$ cat src/rtl/axi_rr_arbiter.sv
// axi_rr_arbiter: registered multi-port arbiter for one shared downstream resource.
// Registers a one-hot grant, a valid flag and a binary index. These drive the
// interconnect mux selects directly, so none of them has a combinational path
// from the inputs.
// Grant hold policy (BLOCK): "NONE", "REQUEST" or "ACKNOWLEDGE".
// Tie-break (LSB_PRIORITY): "HIGH" means index 0 wins; "LOW" means the highest
// index wins.
// Optional feature macro: AXI_ARB_ROUND_ROBIN_EN.
//   When defined, a round-robin pointer and mask rotate priority past the last
//   grantee.
//   When undefined, arbitration is fixed priority only.
module axi_rr_arbiter #(
  parameter int unsigned PORTS        = 4,
  parameter string       BLOCK        = "REQUEST",
  parameter string       LSB_PRIORITY = "HIGH",
  localparam int unsigned ENC_W       = (PORTS > 1) ? $clog2(PORTS) : 1
) (
  input  logic               clk,
  input  logic               rst,
  input  logic [PORTS-1:0]   request,
  input  logic [PORTS-1:0]   acknowledge,
  output logic [PORTS-1:0]   grant,
  output logic               grant_valid,
  output logic [ENC_W-1:0]   grant_encoded
);

  localparam logic [0:0] S_IDLE    = 1'b0;
  localparam logic [0:0] S_GRANTED = 1'b1;

  localparam bit BLK_NONE = (BLOCK == "NONE");
  localparam bit BLK_ACK  = (BLOCK == "ACKNOWLEDGE");
  localparam bit LSB_HIGH = (LSB_PRIORITY != "LOW");

  logic [0:0]       state_q, state_d;
  logic [PORTS-1:0] grant_q, grant_d;
  logic [ENC_W-1:0] enc_q, enc_d;

  logic             release_c;
  logic             arbitrate_c;
  logic [ENC_W:0]   sel_c;

`ifdef AXI_ARB_ROUND_ROBIN_EN
  logic [ENC_W-1:0] last_q, last_d;
  logic             last_valid_q, last_valid_d;
  logic [PORTS-1:0] rr_mask_c;
  logic [ENC_W:0]   pick_masked_c;
  logic [ENC_W:0]   pick_all_c;
`endif

  // Highest-priority set bit of vec: {found, index}.
  function automatic logic [ENC_W:0] pick(input logic [PORTS-1:0] vec);
    logic [ENC_W:0] res;
    res = '0;
    if (LSB_HIGH) begin
      for (int i = int'(PORTS) - 1; i >= 0; i--) begin
        if (vec[i]) res = {1'b1, ENC_W'(i)};
      end
    end else begin
      for (int i = 0; i < int'(PORTS); i++) begin
        if (vec[i]) res = {1'b1, ENC_W'(i)};
      end
    end
    return res;
  endfunction

  // Release of the current holder under the configured hold policy.
  always_comb begin
    release_c = 1'b0;
    if (BLK_NONE) begin
      release_c = 1'b1;
    end else if (BLK_ACK) begin
      release_c = acknowledge[enc_q];
    end else begin
      release_c = ~request[enc_q];
    end
    arbitrate_c = (state_q == S_IDLE) || release_c;
  end

`ifdef AXI_ARB_ROUND_ROBIN_EN
  // Round-robin selection: ports below the last grantee in priority go first.
  always_comb begin
    rr_mask_c = '0;
    if (last_valid_q) begin
      for (int i = 0; i < int'(PORTS); i++) begin
        if (LSB_HIGH) rr_mask_c[i] = (i > int'(last_q));
        else          rr_mask_c[i] = (i < int'(last_q));
      end
    end
    pick_masked_c = pick(request & rr_mask_c);
    pick_all_c    = pick(request);
    sel_c         = pick_masked_c[ENC_W] ? pick_masked_c : pick_all_c;
  end
`else
  // Fixed-priority selection.
  always_comb begin
    sel_c = pick(request);
  end
`endif

  // Next-state and next-grant logic.
  always_comb begin
    state_d = state_q;
    grant_d = grant_q;
    enc_d   = enc_q;
`ifdef AXI_ARB_ROUND_ROBIN_EN
    last_d       = last_q;
    last_valid_d = last_valid_q;
`endif
    if (arbitrate_c) begin
      if (sel_c[ENC_W]) begin
        state_d = S_GRANTED;
        enc_d   = sel_c[ENC_W-1:0];
        grant_d = PORTS'(1) << sel_c[ENC_W-1:0];
`ifdef AXI_ARB_ROUND_ROBIN_EN
        last_d       = sel_c[ENC_W-1:0];
        last_valid_d = 1'b1;
`endif
      end else begin
        state_d = S_IDLE;
        enc_d   = '0;
        grant_d = '0;
      end
    end
  end

  // State and output registers; reset clears all outputs immediately.
  always_ff @(posedge clk or posedge rst) begin
    if (rst) begin
      state_q <= S_IDLE;
      grant_q <= '0;
      enc_q   <= '0;
    end else begin
      state_q <= state_d;
      grant_q <= grant_d;
      enc_q   <= enc_d;
    end
  end

`ifdef AXI_ARB_ROUND_ROBIN_EN
  // Last-grant pointer, which starts with no previous grant.
  always_ff @(posedge clk or posedge rst) begin
    if (rst) begin
      last_q       <= '0;
      last_valid_q <= 1'b0;
    end else begin
      last_q       <= last_d;
      last_valid_q <= last_valid_d;
    end
  end
`endif

  assign grant         = grant_q;
  assign grant_valid   = (state_q == S_GRANTED);
  assign grant_encoded = enc_q;

endmodule

$ cat config.mk
export PLATFORM = sky130hd
export DESIGN_NAME = axi_rr_arbiter
export DESIGN_NICKNAME = d
export VERILOG_FILES = /design/src/rtl/axi_rr_arbiter.sv
export SDC_FILE = /design/constraint.sdc
export NUM_CORES = 1
export LEC_CHECK = 0
export ABC_AREA = 1
export BUFFER_PORTS_ARGS = -buffer_cell sky130_fd_sc_hd__buf_2
export CORE_AREA = 2 2 39 41
export DETAILED_ROUTE_END_ITERATION = 12
export DIE_AREA = 0 0 41 43
export GPL_TIMING_DRIVEN = 0
export PLACE_DENSITY_LB_ADDON = 0.05
export SETUP_SLACK_MARGIN = 0.4
export SYNTH_ARGS = -nofsm -noshare
export SYNTH_HDL_FRONTEND = slang
export SYNTH_SLANG_ARGS = --single-unit
$ cat constraint.sdc
create_clock -name clk -period 1.1 [get_ports clk]
set_input_delay 0.22 -clock clk [delete_from_list [all_inputs] [get_ports clk]]
set_output_delay 0.22 -clock clk [all_outputs]
set_load 0.01 [all_outputs]
==> results of run 1 <==
[registers in the layout, indices dropped and copies added, names as in the netlist]
name	flops
grant	4
grant_encoded	2
grant_valid	1
[kinds of logic after synthesis]
family          Yosys count  synth area share [%]
buf+inv                   8                  8.14
simple gates             34                  43.1
flops                     7                  47.5
compound gates            1                  1.35
[cell type report]
type                    instances  area, um^2
flip-flops and latches          7         176
fillers                       160         856
clock buffers                   4        26.3
well taps                      16        20.0
multi-input cells              35         171
repair buffers                 17         104
inverters                       8        30.0
[timing repair]
action,4_1_cts,5_1_grt
pin swaps,1,2
endpoints found under the hold margin,7,7
resized for setup,0,3
setup buffers,3,2
setup endpoints to repair,13,13
[how the worst max path moves through the flow]
| stage | startpoint | end | slack [ns] |
|---|---|---|---|
| after floorplan | grant_encoded[0] | grant_encoded[0] | 0.1 |
| after global placement | grant_encoded[0] | grant[0] | 0.03 |
| after detailed placement | grant_encoded[0] | grant[0] | 0.03 |
| after CTS | grant_encoded[0] | grant[0] | 0.04 |
| after global routing | grant_encoded[0] | grant[1] | -0.03 |
| final | grant_encoded[0] | grant_encoded[0] | 0.05 |
[layer usage]
layer	wire, um	part of all wire, %	GRT usage (%)	vias to the layer above
met5	0	0	0	-
met4	9	1.1	6.00	0
met3	31	3.6	3.14	2
met2	399	47	14.4	9
met1	410	48	17.1	147
li1	-	-	-	197
[where the power goes]
part	switching, uW	internal (uW)	total [uW]
clock network	95.8	139	234
logic	296	247	544
registers	61.2	340	401
total	453	726	1180
[through the flow]
stage / setup slack (ns) / TNS [ns]
3_5_place_dp: 0.0345 / 0
3_3_place_gp: 0.0255 / 0
5_1_grt: -0.0264 / -0.0964
2_1_floorplan: 0.0969 / 0
6_report: 0.0491 / 0
4_1_cts: 0.0421 / 0
[cell usage after synthesis]
cell,count
dfrtp_1,7
inv_1,8
nand2_1,17
nand2_4,2
nand3_1,8
nand3_2,1
nor2_1,6
o21ai_0,1
==> flow_metrics.env, run 1 <==
export IMPL_outcome="finished with violations"
export IMPL_violations="hold timing"
export IMPL_crit_fanout=5
export IMPL_synth_avg_cell_area_um2=7.38
export IMPL_vias_per_cell=4.08
export IMPL_drive_gt1_share_pct=38.0
export IMPL_drt_first_pass_iters=1
export IMPL_place_area_um2=455
export IMPL_dp_cells=78
export IMPL_io_pin_count=17
export IMPL_overflow=0
export IMPL_wirelength_um=850
export IMPL_cp_end_kind="primary output"
export IMPL_drt_initial_drc_count=0
export IMPL_syn_nets=60
export IMPL_vias=355
export IMPL_p_per_area_nw_per_um2=2230
export IMPL_worstRegToRegCells=6
export IMPL_hpwl_um=614
export IMPL_htreeDepth=1
export IMPL_required_ns=0.88
export IMPL_clock_fmax_mhz=952
export IMPL_grt_pass1_wl_um=1320
export IMPL_synthTopCellsByArea="dfrtp_1 (47%), nand2_1 (17%), nand3_1 (11%)"
export IMPL_root_buffer="clkbuf_4"
export IMPL_yosysWarnings=0
export IMPL_netlist_instances=50
export IMPL_num_antenna_cells=0
export IMPL_finalCriticalPeriod_ns=1.05
export IMPL_synth_top_area_cell="dfrtp_1"
export IMPL_dieArea_um2=1760
export IMPL_p_leak_uw=0.000310
export IMPL_reg2reg_slack_ns=0.06
export IMPL_critPathKind="register to primary output"
export IMPL_layout_common_cells="nand2_1 (16), buf_2 (11), inv_1 (7), nand3_1 (7)"
export IMPL_synthDominantCellAreaShare_pct=47.5
export IMPL_cpMaxStageDelayCell="dfrtp_1"
export IMPL_final_period_utilization_pct=95.5
export IMPL_crit_cells=1
export IMPL_ir_drop_mv=0.822
export IMPL_hp_class="primary input to async pin"
export IMPL_port_buffers=12
export IMPL_layout_commonest_cell="nand2_1"
export IMPL_grt_pass1_vias=310
export IMPL_cts_buffer_depth=2
export IMPL_route_detailed_drc=0
export IMPL_crit_family="flip-flops"
export IMPL_cts_tree="built"
export IMPL_power_uw=1180
export IMPL_whs_ns=-0.111
export IMPL_start_util_pct=26.7
export IMPL_stdcell_area_um2=528
export IMPL_rsz0062_at_grt="true"
export IMPL_antenna_found_initial=0
export IMPL_clkTransAtPathRegs_ns=0.05
export IMPL_crit_path_cell_trace="buf_2"
export IMPL_tightest_slew_ns=0.272
export IMPL_crit_reg2reg_launch="grant_encoded[0]"
export IMPL_maxSlewViolCount=0
export IMPL_rr_endpoint="grant_encoded[1]"
export IMPL_post_drt_wl_per_cell_um=9.77
export IMPL_path_buf_inv=1
export IMPL_setup_violations=0
export IMPL_finalClockSkew_ns=0.00235
export IMPL_syn_area_um2=369
export IMPL_fin_nets=82
export IMPL_place_gp_congestion=0.615
export IMPL_die_x_um=41
export IMPL_fp_dieH_um=43
export IMPL_core_rowCount=14
export IMPL_yosysSeqAreaShare_pct=47.5
export IMPL_arrival_ns=0.83
export IMPL_grt_max_degree=8
export IMPL_syn_to_final_growth_pct=43.1
export IMPL_grt_usage_pct=11.4
export IMPL_startpoint_type="register"
export IMPL_utilization_pct=38.2
export IMPL_clkSinkCount=7
export IMPL_clk_latency_ns=0.25
export IMPL_ys_ff_latch=7
export IMPL_cpPeakStageDelay_ns=0.42
export IMPL_stdcell_count=87
export IMPL_cts_buffers=3
export IMPL_core_area_um2=1380
export IMPL_ant_nets=0
export IMPL_slew_headroom_pct=81.9
export IMPL_hold_viol=7
export IMPL_drv_cap=0
export IMPL_yosysUniqueCellTypes=8
(Power assumes the default switching activity.)
==> run 2, diff against run 1 <==
REMOVE_ABC_BUFFERS = 1   (was default)
clock period = 1.15 ns   (was 1.1 ns; I/O delays follow)
==> flow_metrics.env, run 2 (synthesis results as in run 1) <==
export IMPL_tightest_slew_ns=0.171
export IMPL_hp_class="primary input to register"
export IMPL_cts_tree="built"
export IMPL_core_area_um2=1380
export IMPL_drv_cap=0
export IMPL_worstRegToRegCells=7
export IMPL_maxSlewViolCount=0
export IMPL_cts_buffers=3
export IMPL_fillers=154
export IMPL_dr_wl_met3_um=47
export IMPL_ant_nets=0
export IMPL_pwr_share_seq_pct=34.4
export IMPL_drt_first_pass_iters=2
export IMPL_crit_path_cell_trace="buf_2"
export IMPL_critPathKind="register to primary output"
export IMPL_io_pin_count=17
export IMPL_dieArea_um2=1760
export IMPL_hold_viol=0
export IMPL_place_area_um2=449
export IMPL_htreeDepth=1
export IMPL_crit_family="flip-flops"
export IMPL_reg2reg_slack_ns=0.10
export IMPL_outcome="finished clean"
export IMPL_start_util_pct=26.7
export IMPL_clk_latency_ns=0.25
export IMPL_grt_pass1_wl_um=1420
export IMPL_largest_reg_flops=4
export IMPL_dp_cells=78
export IMPL_cts_buffer_depth=2
export IMPL_setup_violations=0
export IMPL_layout_commonest_cell="nand2_1"
export IMPL_switching_share_pct=39.7
export IMPL_p_comb_share_pct=45.1
export IMPL_antenna_found_initial=0
export IMPL_place_gp_congestion=0.629
export IMPL_final_period_utilization_pct=93.2
export IMPL_crit_fanout=5
export IMPL_cp_end_kind="primary output"
export IMPL_fp_dieH_um=43
export IMPL_finalSetupTns_ns=0
export IMPL_vias_per_cell=4.08
export IMPL_crit_cells=1
export IMPL_p_clk_share_pct=20.5
export IMPL_clkSinkCount=7
export IMPL_routed_top_layer="met4"
export IMPL_wirelength_um=900
export IMPL_seqCellArea_um2=176
export IMPL_startpoint_type="register"
export IMPL_syn_to_final_growth_pct=46.8
export IMPL_rsz0062_at_grt="true"
export IMPL_stdcell_count=87
export IMPL_core_rowCount=14
export IMPL_p_sw_uw=447
export IMPL_finalCriticalPeriod_ns=1.07
export IMPL_path_buf_inv=1
export IMPL_utilization_pct=39.2
export IMPL_crit_end="grant_encoded[0]"
export IMPL_clock_fmax_mhz=933
export IMPL_post_drt_wl_per_cell_um=10.3
export IMPL_fin_nets=82
export IMPL_p_per_area_nw_per_um2=2080
export IMPL_rr_endpoint="grant[0]"
export IMPL_arrival_ns=0.84
export IMPL_hpwl_um=642
export IMPL_overflow=0
export IMPL_multi_input_area_um2=179
export IMPL_drive_gt1_share_pct=42.3
export IMPL_clkTransAtPathRegs_ns=0.06
export IMPL_ir_drop_mv=0.725
export IMPL_root_buffer="clkbuf_4"
export IMPL_p_int_uw=679
export IMPL_grt_pass1_vias=320
export IMPL_wl_met2_um=432
export IMPL_slew_headroom_pct=88.6
export IMPL_route_detailed_drc=0
export IMPL_cpPeakStageDelay_ns=0.43
export IMPL_drt_met1_wl_um=415
export IMPL_p_leak_uw=0.000304
export IMPL_grt_max_degree=8
export IMPL_crit_reg2reg_launch="grant_encoded[0]"
export IMPL_layout_common_cells="nand2_1 (13), buf_2 (11), nand3_1 (7)"
export IMPL_finalClockSkew_ns=0.00549
export IMPL_stdcell_area_um2=542
export IMPL_drt_initial_drc_count=2
export IMPL_die_x_um=41
export IMPL_port_buffers=12
export IMPL_cpMaxStageDelayCell="dfrtp_1"
export IMPL_grt_usage_pct=12.7
export IMPL_vias=355
export IMPL_power_uw=1130
export IMPL_startpoint="grant_encoded[0]"
export IMPL_required_ns=0.92
export IMPL_num_antenna_cells=0
run 2: through the flow:
stage | hold slack, ns | worst slack, ns
after detailed placement | 0.187 | 0.0566
after floorplan | 0.0334 | 0.128
after global routing | 0.211 | 0.00844
after CTS | 0.197 | 0.0714
final | 0.200 | 0.0780
after global placement | 0.186 | 0.0553
run 2: per-layer routing:
layer	vias up	global-route usage [%]
met5	-	0
met4	0	6.00
met3	2	4.71
met2	8	15.6
met1	150	19.0
li1	195	-
run 2: final cells by class:
cell class	count	area share, %
well taps	16	3.70
flip-flops and latches	7	32.6
clock buffers	4	4.85
multi-input cells	35	33.0
repair buffers	17	19.6
inverters	8	6.24
run 2: how the worst min path moves through the flow:
stage             endpoint  slack [ns]  cells after the start        from
2_1_floorplan     grant[0]        0.03                      1         rst
3_3_place_gp      grant[3]        0.19                      2         rst
3_5_place_dp      grant[2]        0.19                      2         rst
4_1_cts        grant_valid        0.20                      3  request[2]
5_1_grt        grant_valid        0.21                      3  request[2]
6_report       grant_valid        0.20                      3  request[2]
run 2: timing repair:
item / 4_1_cts / 5_1_grt
hold buffers: 1 / 0
endpoints found under the setup margin: 13 / 14
buffers inserted: 1 / 3
hold endpoints to repair: 7 / 0
resized for setup: 3 / 6
pin swaps: 2 / 3
run 2: power groups by stage:
stage | Sequential, uW | Combinational, uW | Clock [uW]
CTS | 387 | 444 | 244
detailed placement | 391 | 422 | 0
global route | 399 | 573 | 256
floorplan | 421 | 242 | 0
global placement | 390 | 423 | 0
finish | 388 | 507 | 231
